[config.mk]
export PLATFORM = sky130hd
export DESIGN_NAME = inv_mix_col_seq_flat
export DESIGN_NICKNAME = d
export VERILOG_FILES = /design/src/rtl/aes_pkg.sv /design/src/rtl/inv_mix_col_seq_if.sv /design/src/rtl/InvWordMixColumns.sv /design/src/rtl/inv_mix_col_seq.sv /design/src/flat_wrapper.sv
export SDC_FILE = /design/constraint.sdc
export NUM_CORES = 1
export LEC_CHECK = 0
export BUFFER_PORTS_ARGS = -buffer_cell sky130_fd_sc_hd__buf_2
export CORE_UTILIZATION = 30
export CTS_CLUSTER_SIZE = 12
export DETAILED_ROUTE_END_ITERATION = 6
export PLACE_DENSITY = 0.47
export SYNTH_ARGS = -nofsm -noshare
export SYNTH_HDL_FRONTEND = slang
export SYNTH_SLANG_ARGS = --single-unit
[constraint.sdc]
create_clock -name clk -period 4.6 [get_ports clk]
set_input_delay 0.69 -clock clk [delete_from_list [all_inputs] [get_ports clk]]
set_output_delay 0.69 -clock clk [all_outputs]
set_load 0.05 [all_outputs]
[src/rtl/aes_pkg.sv]
// Shared AES definitions for the sequential InvMixColumns block.
// Holds the FSM states, column geometry and GF(2^8) helpers.
package aes_pkg;

    localparam int NUM_COLS = 4;
    localparam int COL_W    = 32;

    typedef enum logic [1:0] {
        IDLE = 2'd0,
        BUSY = 2'd1,
        DONE = 2'd2
    } state_e;

    // Multiply by x modulo the AES polynomial 0x11B.
    function automatic logic [7:0] xtime(input logic [7:0] b);
        return {b[6:0], 1'b0} ^ (b[7] ? 8'h1b : 8'h00);
    endfunction

    // Multiply by a 4-bit constant; enough for the 0x09/0x0b/0x0d/0x0e taps.
    function automatic logic [7:0] gf_mul(input logic [7:0] a, input logic [3:0] k);
        logic [7:0] x2;
        logic [7:0] x4;
        logic [7:0] x8;
        x2 = xtime(a);
        x4 = xtime(x2);
        x8 = xtime(x4);
        return (k[0] ? a  : 8'h00) ^ (k[1] ? x2 : 8'h00) ^
               (k[2] ? x4 : 8'h00) ^ (k[3] ? x8 : 8'h00);
    endfunction

    // Column 0 sits in the most significant word of the 128-bit state.
    function automatic int col_lsb(input logic [1:0] idx);
        return (NUM_COLS - 1 - int'(idx)) * COL_W;
    endfunction

endpackage

[src/rtl/inv_mix_col_seq_if.sv]
// Input/output handshake bundle of the sequential InvMixColumns block.
interface inv_mix_col_seq_if;

    logic         in_valid;
    logic         in_ready;
    logic [127:0] in_data;
    logic         in_bypass;
    logic         out_valid;
    logic         out_ready;
    logic [127:0] out_data;

    modport master (
        output in_valid, in_data, in_bypass, out_ready,
        input  in_ready, out_valid, out_data
    );

    modport slave (
        input  in_valid, in_data, in_bypass, out_ready,
        output in_ready, out_valid, out_data
    );

endinterface

[src/rtl/InvWordMixColumns.sv]
// InvMixColumns on a single 32-bit column; byte 0 is the most significant byte.
module InvWordMixColumns
    import aes_pkg::*;
(
    input  logic [COL_W-1:0] word_i,
    output logic [COL_W-1:0] word_o
);

    logic [7:0] a0;
    logic [7:0] a1;
    logic [7:0] a2;
    logic [7:0] a3;

    assign {a0, a1, a2, a3} = word_i;

    assign word_o[31:24] = gf_mul(a0, 4'he) ^ gf_mul(a1, 4'hb) ^ gf_mul(a2, 4'hd) ^ gf_mul(a3, 4'h9);
    assign word_o[23:16] = gf_mul(a0, 4'h9) ^ gf_mul(a1, 4'he) ^ gf_mul(a2, 4'hb) ^ gf_mul(a3, 4'hd);
    assign word_o[15:8]  = gf_mul(a0, 4'hd) ^ gf_mul(a1, 4'h9) ^ gf_mul(a2, 4'he) ^ gf_mul(a3, 4'hb);
    assign word_o[7:0]   = gf_mul(a0, 4'hb) ^ gf_mul(a1, 4'hd) ^ gf_mul(a2, 4'h9) ^ gf_mul(a3, 4'he);

endmodule

[src/rtl/inv_mix_col_seq.sv]
// Sequential InvMixColumns: captures a state, transforms COLS_PER_CYCLE columns
// per cycle into a result register, then holds the result until it is taken.
module inv_mix_col_seq
    import aes_pkg::*;
#(
    parameter int COLS_PER_CYCLE = 1
) (
    input  logic              clk,
    input  logic              rst,
    inv_mix_col_seq_if.slave  bus,
    output logic              busy
);

    if (!(COLS_PER_CYCLE == 1 || COLS_PER_CYCLE == 2 || COLS_PER_CYCLE == 4)) begin : g_bad_cols
        $error("inv_mix_col_seq: COLS_PER_CYCLE must be 1, 2 or 4");
    end

    localparam logic [1:0] COL_STEP = 2'(COLS_PER_CYCLE);
    localparam logic [1:0] LAST_IDX = 2'(NUM_COLS - COLS_PER_CYCLE);

    state_e       state_q;
    state_e       state_d;
    logic [1:0]   col_idx_q;
    logic [1:0]   col_idx_d;
    logic [127:0] data_q;
    logic [127:0] data_d;
    logic         bypass_q;
    logic         bypass_d;
    logic [127:0] res_q;
    logic [127:0] res_d;
    logic         in_ready;
    logic         capture;

    logic [1:0]       col_sel [COLS_PER_CYCLE];
    logic [COL_W-1:0] col_in  [COLS_PER_CYCLE];
    logic [COL_W-1:0] col_out [COLS_PER_CYCLE];

    for (genvar gi = 0; gi < COLS_PER_CYCLE; gi++) begin : g_col
        assign col_sel[gi] = col_idx_q + 2'(gi);
        assign col_in[gi]  = data_q[col_lsb(col_sel[gi]) +: COL_W];

        InvWordMixColumns u_col (
            .word_i (col_in[gi]),
            .word_o (col_out[gi])
        );
    end

    assign in_ready      = (state_q == IDLE) || (state_q == DONE && bus.out_ready);
    assign capture       = bus.in_valid && in_ready;
    assign bus.in_ready  = in_ready;
    assign bus.out_valid = (state_q == DONE);
    assign bus.out_data  = res_q;
    assign busy          = (state_q == BUSY);

    always_comb begin
        state_d   = state_q;
        col_idx_d = col_idx_q;
        data_d    = data_q;
        bypass_d  = bypass_q;
        res_d     = res_q;

        case (state_q)
            BUSY: begin
                for (int i = 0; i < COLS_PER_CYCLE; i++) begin
                    res_d[col_lsb(col_sel[i]) +: COL_W] = bypass_q ? col_in[i] : col_out[i];
                end
                // Hold col_idx on the final step so it only returns to 0 on a capture.
                if (col_idx_q == LAST_IDX) begin
                    state_d = DONE;
                end else begin
                    col_idx_d = col_idx_q + COL_STEP;
                end
            end
            DONE: begin
                if (bus.out_ready && !bus.in_valid) begin
                    state_d = IDLE;
                end
            end
            IDLE: ;
            default: state_d = IDLE;
        endcase

        if (capture) begin
            state_d   = BUSY;
            col_idx_d = 2'd0;
            data_d    = bus.in_data;
            bypass_d  = bus.in_bypass;
        end
    end

    always_ff @(posedge clk) begin
        if (rst) begin
            state_q   <= IDLE;
            col_idx_q <= 2'd0;
            data_q    <= '0;
            bypass_q  <= 1'b0;
            res_q     <= '0;
        end else begin
            state_q   <= state_d;
            col_idx_q <= col_idx_d;
            data_q    <= data_d;
            bypass_q  <= bypass_d;
            res_q     <= res_d;
        end
    end

endmodule

[src/flat_wrapper.sv]
// flat-port wrapper written by rule: the top's interface ports become plain ports
module inv_mix_col_seq_flat import aes_pkg::*;
#(
    parameter int COLS_PER_CYCLE = 1
)
  (clk, rst, busy, bus_in_valid, bus_in_data, bus_in_bypass, bus_out_ready, bus_in_ready, bus_out_valid, bus_out_data);
  inv_mix_col_seq_if bus_i ();
  input  logic clk;
  input  logic rst;
  output logic busy;
  input wire logic [$bits(bus_i.in_valid)-1:0] bus_in_valid;
  input wire logic [$bits(bus_i.in_data)-1:0] bus_in_data;
  input wire logic [$bits(bus_i.in_bypass)-1:0] bus_in_bypass;
  input wire logic [$bits(bus_i.out_ready)-1:0] bus_out_ready;
  output wire logic [$bits(bus_i.in_ready)-1:0] bus_in_ready;
  output wire logic [$bits(bus_i.out_valid)-1:0] bus_out_valid;
  output wire logic [$bits(bus_i.out_data)-1:0] bus_out_data;
  assign bus_i.in_valid = bus_in_valid;
  assign bus_i.in_data = bus_in_data;
  assign bus_i.in_bypass = bus_in_bypass;
  assign bus_i.out_ready = bus_out_ready;
  assign bus_in_ready = bus_i.in_ready;
  assign bus_out_valid = bus_i.out_valid;
  assign bus_out_data = bus_i.out_data;
  inv_mix_col_seq #(.COLS_PER_CYCLE(COLS_PER_CYCLE)) u_core (.clk(clk), .rst(rst), .bus(bus_i), .busy(busy));
endmodule
# After elaboration in Yosys (flattened, before gate mapping)
# Index checks and enable logic that the tools add are counted.
dict set report word_totals {
  in_bits 133
  out_inout_bits 131
  wordCells 102
  ff_bits 261
}
dict set report classes {
  n_eq_ne 8
  muxes 18
  n_shift 3
  add_sub_neg 3
  n_bitwise 54
  n_reduce_logical 10
}
# cell count
set ops {}
lappend ops {{8-bit XOR} 43}
lappend ops {{128-bit bitwise mux} 1}
lappend ops {{32-bit by 33-bit variable shift with 128-bit output, first input constant} 1}
lappend ops {{128-bit by 8-bit variable part select with 32-bit output} 1}
lappend ops {{32-bit by 33-bit variable part select with 128-bit output} 1}
lappend ops {{8-bit by 5-bit XOR with 8-bit output} 9}
lappend ops {{5-bit 2-to-1 mux} 12}
lappend ops {{8-bit negator with 33-bit output} 1}
lappend ops {{32-bit 2-to-1 mux} 1}
lappend ops {{2-bit by 1-bit != test with 1-bit output, second input constant} 3}
lappend ops {{3-bit by 1-bit != test with 1-bit output, second input constant} 2}
lappend ops {{2-bit case mux with 3 select lines} 1}
lappend ops {{3-bit AND reduction} 2}
lappend ops {{2-bit == test, second input constant} 2}
lappend ops {{2-bit 2-to-1 mux} 2}
lappend ops {{1-bit logical AND} 3}
lappend ops {{2-bit by 2-bit subtractor with 3-bit output, first input constant} 1}
lappend ops {{2-bit by 1-bit adder with 2-bit output, second input constant} 1}
lappend ops {{2-bit by 1-bit == test with 1-bit output, second input constant} 1}
lappend ops {{2-bit logical NOT} 1}
lappend ops {{1-bit NOT} 2}
lappend ops {{2-bit AND reduction} 1}
lappend ops {{2-bit OR reduction} 1}
lappend ops {{1-bit logical NOT} 1}
lappend ops {{other kinds (2)} 2}

# Logic depth before layout (Yosys ltp)
# Gate-level depths: netlist (run 1).
dict set report depth {
  ltp_word 15
  depth_mapped 11
  depth_no_buf 7
}

# By module
# A second synthesis (run 1) with hierarchy kept.
dict set report hier_totals {
  cells_unflattened 1621
  area_unflattened_um2 14949.3
}
# mod area_per_inst_um2 instances cells_per_inst seq_area_each_um2
set modules_own_cells {}
lappend modules_own_cells {inv_mix_col_seq 12713.4 1 1418 5225.0}
lappend modules_own_cells {InvWordMixColumns 2235.9 1 203 0.0}

# Worst setup path before layout (run 1)
# OpenSTA, ideal clock, no wires.
dict set report synth_timing {
  kind {flip-flop to flip-flop}
  start {register u_core.col_idx_q[0]}
  end {register u_core.res_q[35], in the netlist u_core.bus.out_data[35]}
  synth_period_minus_slack_ns 2.985
  path_buffers 2
  setup_ns 0.117
  t_arrival_ns 2.868
  required_time_ns 4.483
  path_slack_ns 1.615
  stages_incl_launch_ff 10
  path_cell_list {dfxtp_1 buf_6 buf_8 mux4_2 xnor2_2 xnor3_1 xor2_1 xnor2_1 mux2_2 a22o_1}
}
dict set report synth_between {
  elab_chain_cells 13
  word_cells_on_any_way 71
  classes_between {2 x add/sub; 3 x shift; 14 x mux; 52 x bitwise}
}
# element line_no
set synth_rtl {}
lappend synth_rtl {{start, declared} inv_mix_col_seq.sv:23} ;# logic [1:0] col_idx_q;
lappend synth_rtl {{start signal, assigned} inv_mix_col_seq.sv:100} ;# col_idx_q <= col_idx_d;
lappend synth_rtl {{2-bit by 2-bit subtractor with 3-bit output (*)} aes_pkg.sv:33} ;# return (NUM_COLS - 1 - int'(idx)) * COL_W;
lappend synth_rtl {{128-bit by 8-bit variable part select with 32-bit output} inv_mix_col_seq.sv:40} ;# assign col_in[gi] = data_q[col_lsb(col_sel[gi]) +: COL_W];
lappend synth_rtl {{8-bit XOR (tied with other cells)} aes_pkg.sv:16} ;# return {b[6:0], 1'b0} ^ (b[7] ? 8'h1b : 8'h00);
lappend synth_rtl {{8-bit by 5-bit XOR with 8-bit output (tied with other cells)} aes_pkg.sv:16}
lappend synth_rtl {{5-bit 2-to-1 mux / 8-bit by 5-bit XOR with 8-bit output (equally long branches)} aes_pkg.sv:16}
lappend synth_rtl {{8-bit XOR (tied with other cells)} aes_pkg.sv:16}
lappend synth_rtl {{8-bit XOR} aes_pkg.sv:28} ;# (k[2] ? x4 : 8'h00) ^ (k[3] ? x8 : 8'h00);
lappend synth_rtl {{8-bit XOR (on tied branches) (3 in series)} --}
lappend synth_rtl {{32-bit 2-to-1 mux} inv_mix_col_seq.sv:65} ;# res_d[col_lsb(col_sel[i]) +: COL_W] = bypass_q ? col_in[i] : col_out[i];
lappend synth_rtl {{32-bit by 33-bit variable part select with 128-bit output} inv_mix_col_seq.sv:65}
lappend synth_rtl {{128-bit bitwise mux (*)} inv_mix_col_seq.sv:65}
lappend synth_rtl {{end signal, assigned} inv_mix_col_seq.sv:103} ;# res_q <= res_d;
lappend synth_rtl {{end, declared} inv_mix_col_seq.sv:29} ;# logic [127:0] res_q;
# Every way passes the cells marked *; elsewhere a longest branch is shown, timed or not.
# A chain may end at the register's enable or synchronous reset.

# Worst setup path after layout (run 1)
dict set report layout_timing {
  start {register u_core.col_idx_q[0]}
  end {register u_core.res_q[12], in the netlist u_core.bus.out_data[12]}
}
# The elaborated chain is that of the path after synthesis.

==> results of run 1 <==
[layout make-up]
class,count,area share
Tap cell,532,0.0442
Clock buffer,48,0.0590
Clock inverter,6,0.00332
Timing Repair Buffer,291,0.103
Inverter,4,0.000997
Sequential cell,261,0.347
Multi-Input combinational cell,938,0.443
[through the flow]
| stage | power (mW) | utilization | cell area, um2 | hold WS [ps] |
|---|---|---|---|---|
| global route | 7.81 | 0.370 | 15100 | 344 |
| global placement | 5.25 | 0.346 | 14100 | 431 |
| finish | 7.46 | 0.370 | 15100 | 349 |
| detailed placement | 5.26 | 0.346 | 14100 | 440 |
| floorplan | 4.42 | - | 12400 | 432 |
| CTS | 7.55 | 0.370 | 15100 | 333 |
[cell usage in the layout (no fill, tap or decap), types with 19 or more instances in the layout]
cell	count
mux4_2	31
buf_2	262
xnor3_1	46
a21oi_1	144
clkbuf_16	30
dfxtp_1	259
a22oi_1	72
xnor2_1	95
xor2_1	19
o21ai_0	31
buf_4	27
nor2_1	83
nand2_1	315
[routing by layer]
metal,vias to the layer above,GRT usage,wire length [um],part of all wire
li1,4887,-,-,-
met1,4805,0.269,19100,0.47
met2,321,0.304,18800,0.46
met3,46,0.0251,2210,0.054
met4,0,0.0505,811,0.020
met5,-,0,0,0
[sequential cells by signal (all words and copies together), names as in the netlist]
name                 count
u_core.bus.out_data    128
u_core.col_idx_q         2
u_core.data_q          128
u_core.bypass_q          1
u_core.state_q           2
[tightest hold or removal path: cells and delay by family]
family                 cells  cell delay [ps]
buffers and inverters      1              100
AO/OA/AOI/OAI              1               50
AND/OR/NAND/NOR            1               40
[final timing paths]
path                            from                      end  slack (ps)  depth (start not counted)
min reg2reg  u_core.bus.out_data[38]  u_core.bus.out_data[38]         440                          2
min                  bus_in_data[63]        u_core.data_q[63]         350                          3
max reg2reg      u_core.col_idx_q[0]  u_core.bus.out_data[12]         720                          8
max              u_core.col_idx_q[0]  u_core.bus.out_data[12]         720                          8
[cell usage after synthesis]
| cell | instances | area [um2] |
|---|---|---|
| buf_2 | 11 | 55.1 |
| buf_4 | 12 | 90.1 |
| mux2i_2 | 1 | 13.8 |
| nor3b_1 | 1 | 7.51 |
| a22o_1 | 12 | 105 |
| a32oi_1 | 4 | 35.0 |
| inv_1 | 4 | 15.0 |
| mux2i_1 | 9 | 90.1 |
| nand3_1 | 5 | 25.0 |
| xor3_1 | 3 | 71.3 |
| a21oi_1 | 144 | 721 |
| buf_1 | 1 | 3.75 |
| xnor2_2 | 10 | 163 |
| o21ai_1 | 17 | 85.1 |
| nand2b_1 | 4 | 25.0 |
| clkbuf_2 | 1 | 5.00 |
| buf_8 | 2 | 30.0 |
| xnor3_1 | 46 | 1040 |
| or3_1 | 1 | 6.26 |
| a21oi_2 | 4 | 35.0 |
| xor2_2 | 1 | 16.3 |
| o31ai_2 | 1 | 12.5 |
| nor2b_1 | 5 | 31.3 |
| ha_1 | 5 | 62.6 |
| xor2_1 | 19 | 166 |
| a22oi_1 | 72 | 541 |
| o21ai_0 | 31 | 155 |
| buf_6 | 3 | 33.8 |
| mux4_2 | 31 | 698 |
| and2_1 | 2 | 12.5 |
| nor4_1 | 1 | 6.26 |
| xnor3_2 | 2 | 47.6 |
| nor2_1 | 83 | 312 |
| nor3_1 | 5 | 25.0 |
| nor4b_1 | 1 | 8.76 |
| dfxtp_1 | 261 | 5230 |
| xnor2_4 | 1 | 27.5 |
| mux4_1 | 1 | 26.3 |
| nand2_1 | 316 | 1190 |
| o21a_1 | 1 | 7.51 |
| o21ai_2 | 1 | 8.76 |
| mux2_2 | 3 | 33.8 |
| clkbuf_1 | 76 | 285 |
| xnor2_1 | 95 | 832 |
[cells by family after synthesis]
group,after synthesis,share of synthesized area
buffers and inverters,110,0.0418
muxes,45,0.0696
DFF,261,0.422
xor gates and xnor gates,177,0.191
AOI/OAI and AO/OA,287,0.138
adders and majority gates,5,0.00505
and+or+nand+nor,424,0.133
[power by group]
group | internal (mW) | switching, mW
clock network | 1.32 | 0.957
registers | 2.39 | 0.0758
logic | 1.10 | 1.62
total | 4.81 | 2.66
==> impl_metrics.csv, run 1 <==
group,metric,value,unit
synth,yosysUniqueCellTypes,44,
timing,finalHoldViolCount,0,
outcome,status,"completed",
cts,root_buffer,"clkbuf_16",
cts,htreeDepth,1,
floorplan,io_pins,264,
timing,setup-tns-final,0,ps
detailed_routing,routedWlPerCell,19.7,um
timing,slew_headroom,0.347,
cts,cts.sinks,261,
timing,grt_setup_unrepaired,"false",
grt,grt_pass1_wl,61100,um
floorplan,core,40700,um2
timing,max_freq,257,MHz
timing,tightest_slew,977,ps
synth,synth_fp_nets,1447,
finish,layout.nets,1664,
cts,clkTransAtPathRegs,60,ps
critical_path,crit_fanout,17,
floorplan,die_height,205,um
critical_path,crit_required,5020,ps
detailed_routing,drt_iter0_drc,651,
synth,ys_warn_count,0,
floorplan,start_util,0.304,
timing,fin_crit_sh,0.844,
finish,diodes,0,
cts,post_cts_buffers,0,
cts,cts_hold_buf,0,
detailed_routing,dr_total_vias,10100,
cts,cts_tree,"built",
floorplan,rows,74,
critical_path,worstSetupPathType,"flip-flop to flip-flop",
placement,gp_congestion,0.885,
synth,synth_seq_cells,261,
finish,multi_input_area,6660,um2
critical_path,crit_chain,"buf_4 -> mux4_2 -> xnor2_2 -> xnor3_1 -> xnor2_1 -> xnor2_1 -> mux2i_1 -> o21ai_0",
grt,grt_max_degree,183,
critical_path,slowest_delay,700,ps
placement,dp_cells,2026,
power,max-vdd-ir-drop,0.226,mV
cts,cts-buffers-inserted,30,
placement,post-place-ws,607,ps
detailed_routing,drtPass1Iterations,5,
critical_path,worst_path_dominant_cell_family,"XOR/XNOR gates",
critical_path,worst-path-buf-inv,1,
grt,gr-usage-all-layers,0.190,
critical_path,cpMaxStageDelayCell,"dfxtp_2",
grt,grt_pass1_vias,9814,
worst_hold_path,min_path_type,"input pin to flip-flop",
floorplan,die_x,205,um
power,leakage,6.34,nW
timing,min_period,3880,ps
finish,drive_gt1_frac,0.256,
grt,grt_antenna_before_repair,0,
cts,ctsResizeCount,0,
cts,clock_latency,580,ps
critical_path,cp-start-kind,"flip-flop",
detailed_routing,drc,0,
grt,grt_overflow,0,
critical_path,cp_common_cell,"xnor2_1",
synth,ys_seq_area_frac,0.422,
synth,syn_inst,1309,
finish,seqCellArea,5230,um2
job,max-cap-violations,0,
timing,skew,22.1,ps
finish,area_growth,21.6,%
detailed_routing,wirelength,40900,um
timing,finalSetupViolCount,0,
floorplan,die_area,42100,um2
power,power.density,496,nW/um2
placement,portBuffers,263,
finish,fillers,4247,
critical_path,crit_path_end_kind,"flip-flop",
placement,hpwl,29700,um
synth,synth_area,12400,um2
timing,fin_ws,716,ps
cts,cts_max_path_buffers,3,
detailed_routing,viasPerCell,4.84,
finish,final_cells,2080,
timing,slew_viol_final,0,
detailed_routing,drtAntennaViolNets,0,
critical_path,cp_data_arrival_time,4300,ps
synth,syn_area_per_cell,9.46,um2
Power figures use the tool's default switching activity.
==> run 2: changes to the inputs <==
--- a/config.mk
+++ b/config.mk
@@ -9,7 +9,7 @@
 export CORE_UTILIZATION = 30
 export CTS_CLUSTER_SIZE = 12
 export DETAILED_ROUTE_END_ITERATION = 6
-export PLACE_DENSITY = 0.47
+export PLACE_DENSITY = 0.49
 export SYNTH_ARGS = -nofsm -noshare
 export SYNTH_HDL_FRONTEND = slang
 export SYNTH_SLANG_ARGS = --single-unit
==> constraint.sdc (replaced) <==
create_clock -name clk -period 3.15 [get_ports clk]
set_input_delay 0.4725 -clock clk [delete_from_list [all_inputs] [get_ports clk]]
set_output_delay 0.4725 -clock clk [all_outputs]
set_load 0.05 [all_outputs]
==> run 2 against run 1 <==
  * Critical path depth is 1 higher
  * Largest power group unchanged
  * Final area increased by 7.2%
  * Sequential share of layout area fell by 2.3 points
  * First-iteration DRC count shrank 9.8%
  * Register-to-register slack got worse by 640 ps
  * Utilization grew 2.7 points
  * Worst setup slack got worse by 640 ps
  * Non-clock buffer count rose by 102
  * Worst hold slack worse by 200 ps
  * Critical path type unchanged
==> impl_metrics.csv, run 2 (same netlist as run 1, synthesis figures left out) <==
group,metric,value,unit
outcome,status,"completed",
cts,clkTransAtPathRegs,60,ps
timing,setup-tns-final,0,ps
detailed_routing,drtPass1Iterations,5,
timing,slew_headroom,0.416,
power,power.density,721,nW/um2
grt,grt_pass1_vias,10200,
job,max-cap-violations,0,
placement,hpwl,30100,um
finish,drive_gt1_frac,0.324,
floorplan,io_pins,264,
timing,slew_viol_final,0,
finish,fillers,4204,
grt,grt_use_met3,0.0221,
critical_path,worstSetupPathType,"flip-flop to flip-flop",
grt,grt_overflow,0,
detailed_routing,dr_total_vias,10500,
grt,grt_pass1_wl,61000,um
cts,htreeDepth,1,
grt,gr-usage-all-layers,0.190,
cts,clock_latency,560,ps
floorplan,core,40700,um2
critical_path,cp-start-kind,"flip-flop",
timing,grt_setup_unrepaired,"true",
cts,cts_max_path_buffers,3,
critical_path,crit_required,3600,ps
cts,cts-buffers-inserted,29,
timing,max_freq,326,MHz
timing,finalHoldViolCount,0,
grt,use_met1,0.267,
timing,whs,151,ps
floorplan,rows,74,
timing,finalSetupViolCount,0,
power,total_power,11.6,mW
placement,gp_congestion,0.864,
grt,busiest_layer,"met2",
detailed_routing,drt_iter0_drc,587,
worst_hold_path,min_path_type,"input pin to flip-flop",
placement,dp_cells,2108,
critical_path,r2r_slack,80,ps
timing,skew,11.9,ps
cts,root_buffer,"clkbuf_16",
critical_path,crit_fanout,8,
critical_path,r2r-start,"u_core.col_idx_q[0]",
detailed_routing,drc,0,
critical_path,worstRegToRegCells,9,
floorplan,start_util,0.304,
finish,final_cells,2178,
finish,final_cell_mix,"315 x nand2_1, 262 x buf_2, 259 x dfxtp_1",
finish,layout_commonest_cell,"nand2_1",
detailed_routing,viasPerCell,4.81,
placement,portBuffers,263,
timing,fin_crit_sh,0.975,
finish,layout.nets,1765,
floorplan,die_area,42100,um2
grt,grtUsageMet2,0.309,
finish,area_growth,30.4,%
grt,grt_max_degree,126,
worst_hold_path,hp-start,"bus_in_data[94]",
cts,cts_tree,"built",
power,leakage,6.97,nW
timing,min_period,3070,ps
grt,grt_antenna_before_repair,1,
critical_path,crit_path_end_kind,"flip-flop",
worst_hold_path,min_path_cells,3,
floorplan,die_x,205,um
timing,tightest_slew,874,ps
detailed_routing,routedWlPerCell,18.7,um
finish,finish.utilization,0.396,
detailed_routing,drtAntennaViolNets,0,
cts,cts.sinks,261,
floorplan,die_height,205,um
critical_path,r2r_end,"u_core.bus.out_data[35]",
critical_path,cp_data_arrival_time,3520,ps
detailed_routing,wirelength,40800,um
cts,cts_hold_buf,0,
worst_hold_path,whs_endpoint,"u_core.data_q[94]",
power,max-vdd-ir-drop,0.344,mV
[run 2: area by class of cell]
class | instances | area, um2 | share of cell area
multi-input cells | 938 | 6940 | 0.430
flip-flops and latches | 261 | 5230 | 0.324
repair buffers | 393 | 2410 | 0.149
clock buffers | 39 | 793 | 0.0492
well taps | 532 | 666 | 0.0412
clock inverters | 10 | 83.8 | 0.00520
inverters | 4 | 15.0 | 0.000930
diodes | 1 | 2.50 | 0.000155
[run 2: worst max path at each step]
stage                     depth (start not counted)  slack, ps                       to           startpoint
after floorplan                                   9        170  u_core.bus.out_data[35]  u_core.col_idx_q[0]
after global placement                            8       -150  u_core.bus.out_data[56]  u_core.col_idx_q[0]
after detailed placement                          8       -170  u_core.bus.out_data[56]  u_core.col_idx_q[0]
after CTS                                        10         30   u_core.bus.out_data[6]  u_core.col_idx_q[0]
after global routing                             10        -50  u_core.bus.out_data[79]  u_core.col_idx_q[0]
final                                             9         80  u_core.bus.out_data[35]  u_core.col_idx_q[0]
[run 2: power by group]
group	total, mW	internal (mW)	switching [mW]	leakage, nW
clock network	3.19	1.83	1.36	0.429
logic	4.85	2.29	2.56	4.41
registers	3.60	3.49	0.110	2.13
total	11.6	7.62	4.02	6.97
[run 2: worst max-delay path, cell delays in order (launching register included)]
cell,delay [ps]
dfxtp_4,430
buf_12,160
mux4_2,530
buf_4,210
xnor2_2,190
xnor3_2,530
xor2_2,220
xnor2_1,130
mux2_2,340
a22o_1,220
[run 2: stage by stage]
stage / instance area, um2 / setup slack, ps
5_1_grt: 16100 / -45.4
4_1_cts: 15700 / 31.7
2_1_floorplan: 12400 / 165
3_5_place_dp: 14800 / -170
3_3_place_gp: 14800 / -150
6_report: 16100 / 78.0
[run 2: routing by layer]
metal	vias up	part of all wire
met4	0	0.020
met3	51	0.048
met5	-	0
li1	5082	-
met2	319	0.46
met1	5020	0.47
[run 2: timing repair]
| action | 4_1_cts | 5_1_grt |
|---|---|---|
| pin swaps | 0 | 10 |
| resized for setup | 7 | 40 |
| buffers inserted | 4 | 15 |
| cloned | 0 | 1 |
| endpoints found under the setup margin | 39 | 77 |
